## src/rtl/mips_muldiv_unit_pkg.sv

```systemverilog
// Shared encodings for the MIPS multiply/divide unit: opcodes, FSM states and
// the per-iteration mode selector used by the step datapath.
package mips_muldiv_unit_pkg;

  // Request opcodes presented on the op port
  localparam logic [1:0] OP_MULT  = 2'b00;
  localparam logic [1:0] OP_MULTU = 2'b01;
  localparam logic [1:0] OP_DIV   = 2'b10;
  localparam logic [1:0] OP_DIVU  = 2'b11;

  // Control FSM states
  typedef enum logic [1:0] {
    ST_IDLE = 2'd0,
    ST_RUN  = 2'd1,
    ST_FIX  = 2'd2
  } state_t;

  // Selects which iteration the step datapath performs
  typedef enum logic {
    MODE_MUL = 1'b0,
    MODE_DIV = 1'b1
  } step_mode_t;

endpackage

```

## src/rtl/mips_muldiv_unit_step.sv

```systemverilog
// One combinational iteration of the multi-cycle datapath. The accumulator is a
// {acc_hi, acc_lo} pair:
//   multiply: acc_lo holds the not-yet-consumed multiplier bits; when its LSB is
//             set the multiplicand is added to acc_hi, then the pair shifts right.
//   divide:   acc_lo holds the not-yet-consumed dividend bits and collects the
//             quotient; the pair shifts left, a trial subtract of the divisor is
//             kept only when it does not go negative (restoring division).
module mips_muldiv_unit_step
  import mips_muldiv_unit_pkg::*;
#(
  parameter int WIDTH = 32
) (
  input  step_mode_t       mode,
  input  logic [WIDTH-1:0] acc_hi,
  input  logic [WIDTH-1:0] acc_lo,
  input  logic [WIDTH-1:0] operand,
  output logic [WIDTH-1:0] next_hi,
  output logic [WIDTH-1:0] next_lo
);

  logic [WIDTH:0]   mul_sum;
  logic [WIDTH-1:0] div_shift_low;
  logic [WIDTH-1:0] div_diff;
  logic             div_fits;

  // Compute both candidate iterations and select by mode
  always_comb begin
    // Multiply: conditional add with one carry bit, then shift the pair right
    mul_sum = {1'b0, acc_hi} + (acc_lo[0] ? {1'b0, operand} : '0);

    // Divide: the shifted partial remainder is {acc_hi, acc_lo msb}. If the bit
    // shifted out of acc_hi is set, the remainder already exceeds any WIDTH-bit
    // divisor, so the subtract fits and its low WIDTH bits are exact.
    div_shift_low = {acc_hi[WIDTH-2:0], acc_lo[WIDTH-1]};
    div_fits      = acc_hi[WIDTH-1] | (div_shift_low >= operand);
    div_diff      = div_shift_low - operand;

    if (mode == MODE_MUL) begin
      next_hi = mul_sum[WIDTH:1];
      next_lo = {mul_sum[0], acc_lo[WIDTH-1:1]};
    end else begin
      next_hi = div_fits ? div_diff : div_shift_low;
      next_lo = {acc_lo[WIDTH-2:0], div_fits};
    end
  end

endmodule

```

## src/rtl/mips_muldiv_unit.sv

```systemverilog
// Multi-cycle MIPS32 multiply/divide unit. Operands are converted to magnitudes
// on accept, WIDTH iterations run on a private accumulator, and a final fix-up
// cycle applies signs and writes the architectural HI/LO registers. HI/LO are
// therefore untouched while an operation is in flight.
module mips_muldiv_unit
  import mips_muldiv_unit_pkg::*;
#(
  parameter int WIDTH = 32
) (
  input  logic             clk,
  input  logic             rst,
  input  logic             start_valid,
  output logic             start_ready,
  input  logic [1:0]       op,
  input  logic [WIDTH-1:0] a,
  input  logic [WIDTH-1:0] b,
  input  logic             hi_we,
  input  logic             lo_we,
  input  logic [WIDTH-1:0] wdata,
  output logic             busy,
  output logic             done,
  output logic             div_by_zero,
  output logic [WIDTH-1:0] hi,
  output logic [WIDTH-1:0] lo
);

  localparam int CNT_W = $clog2(WIDTH);

  state_t           state_reg, state_next;
  logic [CNT_W-1:0] step_reg;
  logic             is_div_reg;
  logic             neg_q_reg;
  logic             neg_r_reg;
  logic             b_zero_reg;
  logic [WIDTH-1:0] opnd_reg;
  logic [WIDTH-1:0] acc_hi_reg, acc_lo_reg;
  logic [WIDTH-1:0] hi_reg, lo_reg;
  logic             done_reg;
  logic             dbz_reg;

  logic             accept;
  logic             last_step;
  logic             req_is_div, req_is_signed;
  logic             req_sign_a, req_sign_b;
  logic [WIDTH-1:0] req_mag_a, req_mag_b;
  logic [WIDTH-1:0] step_hi, step_lo;
  logic [2*WIDTH-1:0] prod_raw, prod_signed;
  logic [WIDTH-1:0] res_quot, res_rem;
  logic [WIDTH-1:0] res_hi, res_lo;

  assign start_ready = (state_reg == ST_IDLE);
  assign busy        = (state_reg != ST_IDLE);
  assign done        = done_reg;
  assign div_by_zero = dbz_reg;
  assign hi          = hi_reg;
  assign lo          = lo_reg;

  assign accept    = start_valid & start_ready;
  assign last_step = (step_reg == CNT_W'(WIDTH - 1));

  // Decode the incoming request into a mode, operand signs and magnitudes
  always_comb begin
    req_is_div    = (op == OP_DIV) || (op == OP_DIVU);
    req_is_signed = (op == OP_MULT) || (op == OP_DIV);
    req_sign_a    = req_is_signed & a[WIDTH-1];
    req_sign_b    = req_is_signed & b[WIDTH-1];
    req_mag_a     = req_sign_a ? -a : a;
    req_mag_b     = req_sign_b ? -b : b;
  end

  mips_muldiv_unit_step #(
    .WIDTH (WIDTH)
  ) u_step (
    .mode    (is_div_reg ? MODE_DIV : MODE_MUL),
    .acc_hi  (acc_hi_reg),
    .acc_lo  (acc_lo_reg),
    .operand (opnd_reg),
    .next_hi (step_hi),
    .next_lo (step_lo)
  );

  // Sign correction of the finished accumulator. With a zero divisor every
  // trial subtract succeeds, so the remainder path shifts the dividend
  // magnitude back out unchanged and its sign fix restores a as issued; only
  // the quotient needs forcing to all-ones.
  always_comb begin
    prod_raw    = {acc_hi_reg, acc_lo_reg};
    prod_signed = neg_q_reg ? -prod_raw : prod_raw;
    res_quot    = b_zero_reg ? '1 : (neg_q_reg ? -acc_lo_reg : acc_lo_reg);
    res_rem     = neg_r_reg ? -acc_hi_reg : acc_hi_reg;
    res_hi      = is_div_reg ? res_rem  : prod_signed[2*WIDTH-1:WIDTH];
    res_lo      = is_div_reg ? res_quot : prod_signed[WIDTH-1:0];
  end

  // Next-state logic: IDLE -> RUN for WIDTH steps -> FIX for one cycle -> IDLE
  always_comb begin
    state_next = state_reg;
    case (state_reg)
      ST_IDLE: if (accept) state_next = ST_RUN;
      ST_RUN:  if (last_step) state_next = ST_FIX;
      ST_FIX:  state_next = ST_IDLE;
      default: state_next = ST_IDLE;
    endcase
  end

  // State register
  always_ff @(posedge clk) begin
    if (rst) begin
      state_reg <= ST_IDLE;
    end else begin
      state_reg <= state_next;
    end
  end

  // Datapath: latch request, iterate, publish result, and MTHI/MTLO writes
  always_ff @(posedge clk) begin
    if (rst) begin
      step_reg   <= '0;
      is_div_reg <= 1'b0;
      neg_q_reg  <= 1'b0;
      neg_r_reg  <= 1'b0;
      b_zero_reg <= 1'b0;
      opnd_reg   <= '0;
      acc_hi_reg <= '0;
      acc_lo_reg <= '0;
      hi_reg     <= '0;
      lo_reg     <= '0;
      done_reg   <= 1'b0;
      dbz_reg    <= 1'b0;
    end else begin
      done_reg <= (state_reg == ST_FIX);
      case (state_reg)
        ST_IDLE: begin
          if (hi_we) hi_reg <= wdata;
          if (lo_we) lo_reg <= wdata;
          if (accept) begin
            step_reg   <= '0;
            is_div_reg <= req_is_div;
            neg_q_reg  <= req_sign_a ^ req_sign_b;
            neg_r_reg  <= req_sign_a;
            b_zero_reg <= (b == '0);
            dbz_reg    <= 1'b0;
            acc_hi_reg <= '0;
            // Multiply walks the multiplier through acc_lo; divide walks the dividend
            acc_lo_reg <= req_is_div ? req_mag_a : req_mag_b;
            opnd_reg   <= req_is_div ? req_mag_b : req_mag_a;
          end
        end
        ST_RUN: begin
          acc_hi_reg <= step_hi;
          acc_lo_reg <= step_lo;
          step_reg   <= step_reg + CNT_W'(1);
        end
        ST_FIX: begin
          hi_reg  <= res_hi;
          lo_reg  <= res_lo;
          dbz_reg <= is_div_reg & b_zero_reg;
        end
        default: ;
      endcase
    end
  end

endmodule

```

## config.mk

```make
export PLATFORM = sky130hd
export DESIGN_NAME = mips_muldiv_unit
export DESIGN_NICKNAME = d
export VERILOG_FILES = /design/src/rtl/mips_muldiv_unit_pkg.sv /design/src/rtl/mips_muldiv_unit_step.sv /design/src/rtl/mips_muldiv_unit.sv
export SDC_FILE = /design/constraint.sdc
export NUM_CORES = 1
export LEC_CHECK = 0
export ABC_AREA = 1
export CAP_MARGIN = 40
export CORE_MARGIN = 3
export CORE_UTILIZATION = 35
export DETAILED_ROUTE_END_ITERATION = 8
export GPL_ROUTABILITY_DRIVEN = 0
export PLACE_DENSITY = 0.51
export SLEW_MARGIN = 5
export SYNTH_ARGS = -nofsm -noshare
export SYNTH_HDL_FRONTEND = slang
export SYNTH_SLANG_ARGS = --single-unit
```

## constraint.sdc

```tcl
create_clock -name clk -period 3.66 [get_ports clk]
set_input_delay 0.915 -clock clk [delete_from_list [all_inputs] [get_ports clk]]
set_output_delay 0.915 -clock clk [all_outputs]
set_load 0.05 [all_outputs]
```

* Yosys cells after proc, flatten, opt, wreduce, memory -nomap -nowiden
Cells that the tools add are included.
** Word-level totals
- Flip-flop bits (word level) :: 173
- Output and inout bits :: 68
- Input bits :: 103
** Cells by class
- Add/sub/neg operators :: 8
- Eq/ne operators :: 9
- Muxes and demuxes :: 30
- Order comparisons :: 1
- Reductions and logical operators :: 14
- Bitwise gates (word level) :: 6
** Operators with widths (count)
- 32-bit 2-to-1 mux :: 17
- 32-bit one-hot mux with 2 select lines :: 4
- 32-bit negator :: 4
- 64-bit 2-to-1 mux :: 1
- 64-bit negator :: 1
- 32-bit by 33-bit adder with 33-bit output :: 1
- 32-bit >= comparator :: 1
- 32-bit zero test :: 1
- 32-bit subtractor :: 1
- 2-bit AND reduction :: 6
- 5-bit one-hot mux with 2 select lines :: 1
- 2-bit == test, second input constant :: 3
- 2-bit by 1-bit != test with 1-bit output, second input constant :: 3
- 2-bit nonzero test :: 3
- 5-bit by 1-bit adder with 5-bit output, second input constant :: 1
- 5-bit == test, second input constant :: 1
- 5-bit 2-to-1 mux :: 1
- 1-bit bitwise AND :: 4
- 2-bit zero test :: 2
- 2-bit 2-to-1 mux :: 2
- 2-bit one-hot mux with 2 select lines :: 1
- 2-bit by 1-bit == test with 1-bit output, second input constant :: 1
- 1-bit logical OR :: 2
- 1-bit 2-to-1 mux :: 2
- 4 further kinds :: 4

* Logic depth before layout (Yosys ltp)
- Depth in word-level cells :: 7
- Gate-level depth with buffers :: 20

* Modules after synthesis
A second synthesis with hierarchy kept.
** Unflattened totals
- Cell total of the unflattened synthesis :: 3237
- Area total of the unflattened synthesis :: 17949.7 sq um
** By module, submodules not included
- mips_muldiv_unit :: seq. area each 3463.3 sq um, instances 1, cells each 1903, area each 11594.9 sq um
- mips_muldiv_unit_step :: seq. area each 0.0 sq um, instances 1, cells each 1334, area each 6354.8 sq um

* Worst setup path before layout
No wires, ideal clock.
- Kind :: reg2reg
- Start point :: reg acc_lo_reg[0]
- End point :: reg acc_hi_reg[27]
- Setup time :: 132 ps
- Arrival time :: 2360 ps
- Path slack :: 1168 ps
- Clock period less this slack :: 2492 ps
- Buffers on the path :: 2
- Data required time :: 3528 ps
- Cell stages (with the launch flop) :: 20
- Cell sequence :: dfxtp_1 buf_2 buf_1 nand2_1 inv_1 ha_1 inv_1 fa_1 inv_1 nand3_1 nand3_1 nand2_1 nand2_1 nand2_1 nand2_1 nand2_1 nand3_1 nand3_1 nand3_1 a21oi_1
** On the way
- Cells in the longest elaborated chain, start to end :: 4
** Ends and longest elaborated chain
- start: declaration :: line mips_muldiv_unit.sv:36 : logic [WIDTH-1:0] acc_hi_reg, acc_lo_reg;
- start signal: assignment :: line mips_muldiv_unit.sv:145 : acc_lo_reg <= req_is_div ? req_mag_a : req_mag_b;
- start signal: assignment :: line mips_muldiv_unit.sv:151 : acc_lo_reg <= step_lo;
- 32-bit 2-to-1 mux :: line mips_muldiv_unit_step.sv:29 : mul_sum = {1'b0, acc_hi} + (acc_lo[0] ? {1'b0, operand} : '0);
- 32-bit by 33-bit adder with 33-bit output :: line mips_muldiv_unit_step.sv:29
- 32-bit 2-to-1 mux :: line mips_muldiv_unit_step.sv:38 : if (mode == MODE_MUL) begin
- 32-bit one-hot mux with 2 select lines :: line mips_muldiv_unit.sv:132 : case (state_reg)
- end signal: assignment :: line mips_muldiv_unit.sv:150 : acc_hi_reg <= step_hi;
- end: declaration :: line mips_muldiv_unit.sv:36
No other way between the ends.
A chain may end at the register's enable or synchronous reset.

* Worst setup path after layout
- Start point :: reg state_reg[1]
- End point :: out start_ready
** On the way
- Cells in the longest elaborated chain, start to end :: 1
** Ends and longest elaborated chain
- start: declaration :: line mips_muldiv_unit.sv:29 : state_t state_reg, state_next;
- start signal: assignment :: line mips_muldiv_unit.sv:111 : state_reg <= state_next;
- 2-bit zero test :: line mips_muldiv_unit.sv:51 : assign start_ready = (state_reg == ST_IDLE);
- end: declaration :: line mips_muldiv_unit.sv:13 : output logic start_ready,
No other way between the ends.

==> impl_results.md <==
* Post-CTS Setup Bufs at 0
* Commonest cells post-synth: nand2_1, inv_1, nand3_1, a21oi_1, nor2_1
* Synth warn at 0
* GRT overflow at 0
* Synth area leader: nand2_1
* Final Setup Violations at 0
* Worst-path clk slew at 0.07 ns
* Area growth syn-to-layout at 18.0%
* Total Neg Setup Slack at 0 ns
* Finished Core Util at 41.9%
* Hold Crit Start: step_reg[3]
* Final period util at 89.9%
* Worst R2R Setup Slack at 0.55 ns
* EDFF count, synth at 0
* Starting DRT DRC Count at 2,153
* Final Skew at 0.0279 ns
* Unrepaired setup endpoints after global routing: false
* Post-synthesis async set-or-reset flop share at 0%
* FMAX at 0.304 GHz
* Count of cell types in the netlist at 53
* CP Capture Type: primary output
* Routed vias at 21,900
* Hold depth at 2
* CTS tree: done
* Critical path class: register to primary output
* Syn Inst Count at 3,225
* Crit path buf inv count at 1
* Longest Clk Path Bufs at 2
* Total routed wirelength at 83.1 mm
* Clock Sinks at 173
* Worst Tran Pin Value at 0.942 ns
* First-pass GRT wire length at 123 mm
* Ranking of synthesized cells by area: nand2_1, dfxtp_1, inv_1
* Die Span Y at 232 um
* CP delay by family, top: buffers and inverters
* Most common cell in the netlist: nand2_1
* Initial antenna violation count at 0
* Cell Pwr Density at 350 nW/um^2
* Drt via density at 5.40
* Post-route ant nets at 0
* # IOs at 171
* Critical Path, Cell by Cell: nor2_1 > clkdlybuf4s50_1
* Die area at 53,600 um^2
* Synthesized Nets at 3,400
* DP HPWL at 67.3 mm
* Status: completed
* R2R cell count at 16
* IO Port Bufs at 170
* Max Cap Viol at 0
* Fill cell count at 5,514
* Row count at 82
* Crit-path slowest cell: clkdlybuf4s50_1
* Largest net degree at the start of global routing at 65
* Post_cts resized at 0
* Root buffer cell: clkbuf_16
* Remaining DRCs at 0
* Fin cells at 4,049
* Hold EP: step_reg[3]
* Critical path startpoint: state_reg[1]
* Pleak at 10.3 nW
* Max-slew violation count at 0
* # placed instances at 4,017
* Worst Hold Class: register to register
* H-tree levels at 4
* Crit path time final at 3.29 ns
* 1st-pass router iterations at 8
* R2R Path Start: opnd_reg[0]
* Req. time, crit path at 2.74 ns
* CP max FO at 5
* Clock Latency Late Sink at 0.50 ns
* Peak supply drop at 0.398 mV
* #FFs+latches synth at 173
* All-layer global routing usage at 30.3%
* Post-Syn Area per Cell at 5.52 um^2
* Max transition margin at 36.5%
* Startpoint types: register
* Antenna cell count at 0
* CTS Buf Count at 17
* Crit path DAT at 2.38 ns
* Post-Syn Area at 17,800 um^2
* Initial core utilization at 35.5%
* Register area share after synthesis at 19.5%
* Core area at 50,200 um^2
* Post-synth top area share at 19.8%
* Layout cells sized above 1 at 5.12%
* Top FF cell, synth: dfxtp_1
* Final Hold Viols at 0
* Chip width at 232 um
* Number of global-route vias before repair at 19,800
* Worst path max stage delay at 0.94 ns
* RR Endpoint: acc_hi_reg[11]
* Final nets at 3,539
* CTS Hold Bufs at 0
* WL/cell at 20.5 um
[layout by cell type, fill, tap and decap left out, drive strengths merged, types with 2 or more instances in the layout]
master / instances
o21a: 3
dfxtp: 173
nor3b: 2
o21bai: 12
nand2: 950
a21oi: 293
clkinvlp: 2
xor2: 43
nand3b: 15
and2: 5
buf: 70
or2: 10
a31oi: 27
o211ai: 25
a21o: 5
nor2: 272
nor3: 29
a22oi: 7
inv: 496
ha: 70
xnor2: 10
nand4: 38
o21ai: 266
clkinv: 8
a21boi: 4
fa: 2
clkbuf: 18
o221ai: 6
nand3: 338
a32o: 2
clkdlybuf4s50: 169
[kinds of logic (layout without fill, tap and decap cells)]
logic type / count (synthesis) / in the layout / synth area share [%]
AOI/OAI and AO/OA: 656 / 656 / 19.9
xor gates and xnor gates: 53 / 53 / 2.61
adders and majority gates: 72 / 72 / 5.14
buffers and inverters: 611 / 763 / 13.3
DFF: 173 / 173 / 19.5
and+or+nand+nor: 1660 / 1660 / 39.6
[worst min-delay path, delay by kind of cell, from the launching register on]
kind / cells / cell delay (ns)
DFF: 1 / 0.32
and+or+nand+nor: 1 / 0.06
AOI/OAI and AO/OA: 1 / 0.05
[worst max path at each step]
stage,end,cells past startpoint
final,start_ready,2
after floorplan,acc_hi_reg[27],19
after global routing,start_ready,2
after CTS,start_ready,2
after detailed placement,opnd_reg[27],10
after global placement,opnd_reg[27],10
[power by group]
group          leakage (nW)  switching (mW)  internal (mW)
combinational          8.58            2.27          0.994
sequential             1.42           0.160           2.03
clock                 0.285           0.973          0.927
[per-stage QoR]
| stage | area [um^2] | total power, mW | hold slack [ns] | setup slack (ns) |
|---|---|---|---|---|
| 2_1_floorplan | 17800 | 4.31 | 0.443 | 1.17 |
| 3_5_place_dp | 20400 | 5.41 | 0.467 | 0.349 |
| 6_report | 21000 | 7.35 | 0.478 | 0.370 |
| 4_1_cts | 21000 | 7.32 | 0.478 | 0.371 |
| 5_1_grt | 21000 | 7.77 | 0.493 | 0.372 |
| 3_3_place_gp | 20400 | 5.40 | 0.454 | 0.359 |
[routing by layer]
| metal | share of wire (%) | GRT usage, % |
|---|---|---|
| met1 | 45 | 42.8 |
| met2 | 43 | 45.8 |
| met3 | 8.0 | 4.76 |
| met4 | 4.4 | 12.5 |
| met5 | 0 | 0 |
[layout make-up]
type | instances | area [um^2] | share of cell area, %
Sequential cell | 173 | 3460 | 16.5
Clock buffer | 18 | 439 | 2.09
Tap cell | 672 | 841 | 4.00
Timing Repair Buffer | 239 | 2260 | 10.8
Clock inverter | 14 | 151 | 0.721
Inverter | 492 | 1850 | 8.80
Multi-Input combinational cell | 2441 | 12000 | 57.1
(Power assumes the default switching activity.)
==> RTL change, RTL diff (same settings) <==
`WIDTH` is set to 32 in 2 places; all go to 16.
--- a/src/rtl/mips_muldiv_unit_step.sv
+++ b/src/rtl/mips_muldiv_unit_step.sv
@@ -9,5 +9,5 @@
   import mips_muldiv_unit_pkg::*;
 #(
-  parameter int WIDTH = 32
+  parameter int WIDTH = 16
 ) (
   input  step_mode_t       mode,
--- a/src/rtl/mips_muldiv_unit.sv
+++ b/src/rtl/mips_muldiv_unit.sv
@@ -6,5 +6,5 @@
   import mips_muldiv_unit_pkg::*;
 #(
-  parameter int WIDTH = 32
+  parameter int WIDTH = 16
 ) (
   input  logic             clk,
Interface: changed (5 resized); port bits go from 171 to 91. The function was not compared with the original's and may differ.
==> RTL change against the unedited design <==
  * First-iteration DRC count decreased by 61%
  * Count of clock-buffer cells in the layout fell by 9
  * Setup slack gained 0.58 ns
  * Synthesized area fell by 53%
  * Wire length shrank 62%
  * Final area decreased by 53%
  * Sequential cell count shrank 81
  * Sequential share of layout area rose by 2.1 points
  * Power down 52%
  * Highest routed layer unchanged
==> RTL change: results (changes against the unedited design) <==
stage,metric,value,unit,change
outcome,status,"finished, final reports clean",,unchanged
final_layout,NonClk Buf Share,11.0,%,was 10.8%
synthesis,"Cell Area, Synth",8360,µm²,was 17800 µm²
final_layout,Finished Layout Cells,1841,,was 4049
setup_path,Slowest cell on crit path,clkdlybuf4s50_1,,unchanged
final_layout,Seq area share,18.6,%,was 16.5%
final_layout,share of layout cells above drive strength 1,4.52,%,was 5.12%
global_routing,global routing usage on met3,2.63,%,was 4.76%
final_layout,Clock buf/inv share,3.14,%,was 2.81%
pwr,Flop pwr share,32.8,%,was 29.8%
route,Iter 0 DRT Violations,830,,was 2153
timing,slew margin rel.,58.0,%,was 36.5%
pwr,leakage,4.84,nW,was 10.3 nW
setup_path,slowest cell delay on critical path,0.83,ns,was 0.94 ns
global_routing,Total Routing Usage GR,24.0,%,was 30.3%
global_routing,vias in the first global route,9023,,was 19826
global_routing,met1 Use GR,34.7,%,was 42.8%
pwr,combinational power,1.39,mW,was 3.26 mW
synthesis,synth top area cells,"dfxtp_1 (22%), nand2_1 (18%), nand3_1 (9.3%), inv_1 (9.3%), a21oi_1 (8.4%)",,"was nand2_1 (20%), dfxtp_1 (19%), inv_1 (10%), nand3_1 (9.4%), a21oi_1 (8.1%)"
route,final WL,31300,µm,was 83100 µm
synthesis,Syn Nets,1544,,was 3400
global_routing,first-pass GRT wire length,49600,µm,was 123000 µm
route,met2 wire len,13800,µm,was 35400 µm
clock_network,maximum clock insertion buffer count,2,,unchanged
global_routing,largest net degree at the start of global routing,37,,was 65
placed_design,IO buf count,90,,was 170
pwr,maximum vdd drop,0.188,mV,was 0.398 mV
clock_network,Clock H-tree levels,3,,was 4
route,WL met1,15100,µm,was 37400 µm
clock_network,clk sinks,92,,was 173
clock_network,Inserted Clock Buffers,9,,was 17
synthesis,Synth cell types,47,,was 53
placed_design,hpwl dp,25400,µm,was 67300 µm
placed_design,DP Area,9610,µm²,was 20400 µm²
placed_design,pre-CTS WS,0.666,ns,was 0.349 ns
final_layout,fill count,2592,,was 5514
synthesis,"Avg Cell Area, Syn",5.76,µm²,was 5.52 µm²
synthesis,"EDFF count, synth",0,,unchanged
clock_network,clock latency on the worst-skew pair,0.37,ns,was 0.50 ns
global_routing,met2 GRT Util,37.8,%,was 45.8%
pwr,Sw Ratio,42.7,%,was 46.2%
final_layout,Finished Cell Area,9920,µm²,was 21000 µm²
timing,clk_skew,0.0160,ns,was 0.0279 ns
final_layout,non-clock inverter count,212,,was 492
pwr,total chip power,3.55,mW,was 7.35 mW
route,Initial DRT Pass Iterations,6,,was 8
final_layout,clkbuf count,9,,was 18
setup_path,worst endpoint data arrival time,1.80,ns,was 2.38 ns
final_layout,nonclk buf count,115,,was 239
route,DR vias,9657,,was 21884
route,WL met3,1610,µm,was 6660 µm
synthesis,sequential fraction of the synthesis area,22.0,%,was 19.5%
final_layout,multi-input gates,1093,,was 2441
RTL change: changes by cell type after synthesis, sizes merged, moves of 148 or more:
cell | before | now
nor2 | 272 | 102
inv | 490 | 211
o21ai | 266 | 118
nand2 | 950 | 406
nand3 | 338 | 155
a21oi | 293 | 141
RTL change: cell families (layout without fill, tap and decap cells):
logic type               count (synthesis)  in the layout  share of synthesized area [%]
XOR/XNOR                                21             21                           2.20
adder cells (fa/ha/maj)                 39             39                           6.02
buffers and inverters                  265            343                           12.3
AND/OR/NAND/NOR                        718            718                           36.8
flip-flops                              92             92                           22.0
AO/OA/AOI/OAI                          315            315                           20.6
RTL change: path summary, 6_finish.rpt:
path | start | to | slack (ns) | depth (start not counted)
setup / recovery | state_reg[1] | start_ready | 0.95 | 2
hold / removal | step_reg[3] | step_reg[3] | 0.49 | 2
setup reg to reg | acc_lo_reg[15] | acc_hi_reg[2] | 1.07 | 15
hold reg to reg | step_reg[3] | step_reg[3] | 0.49 | 2
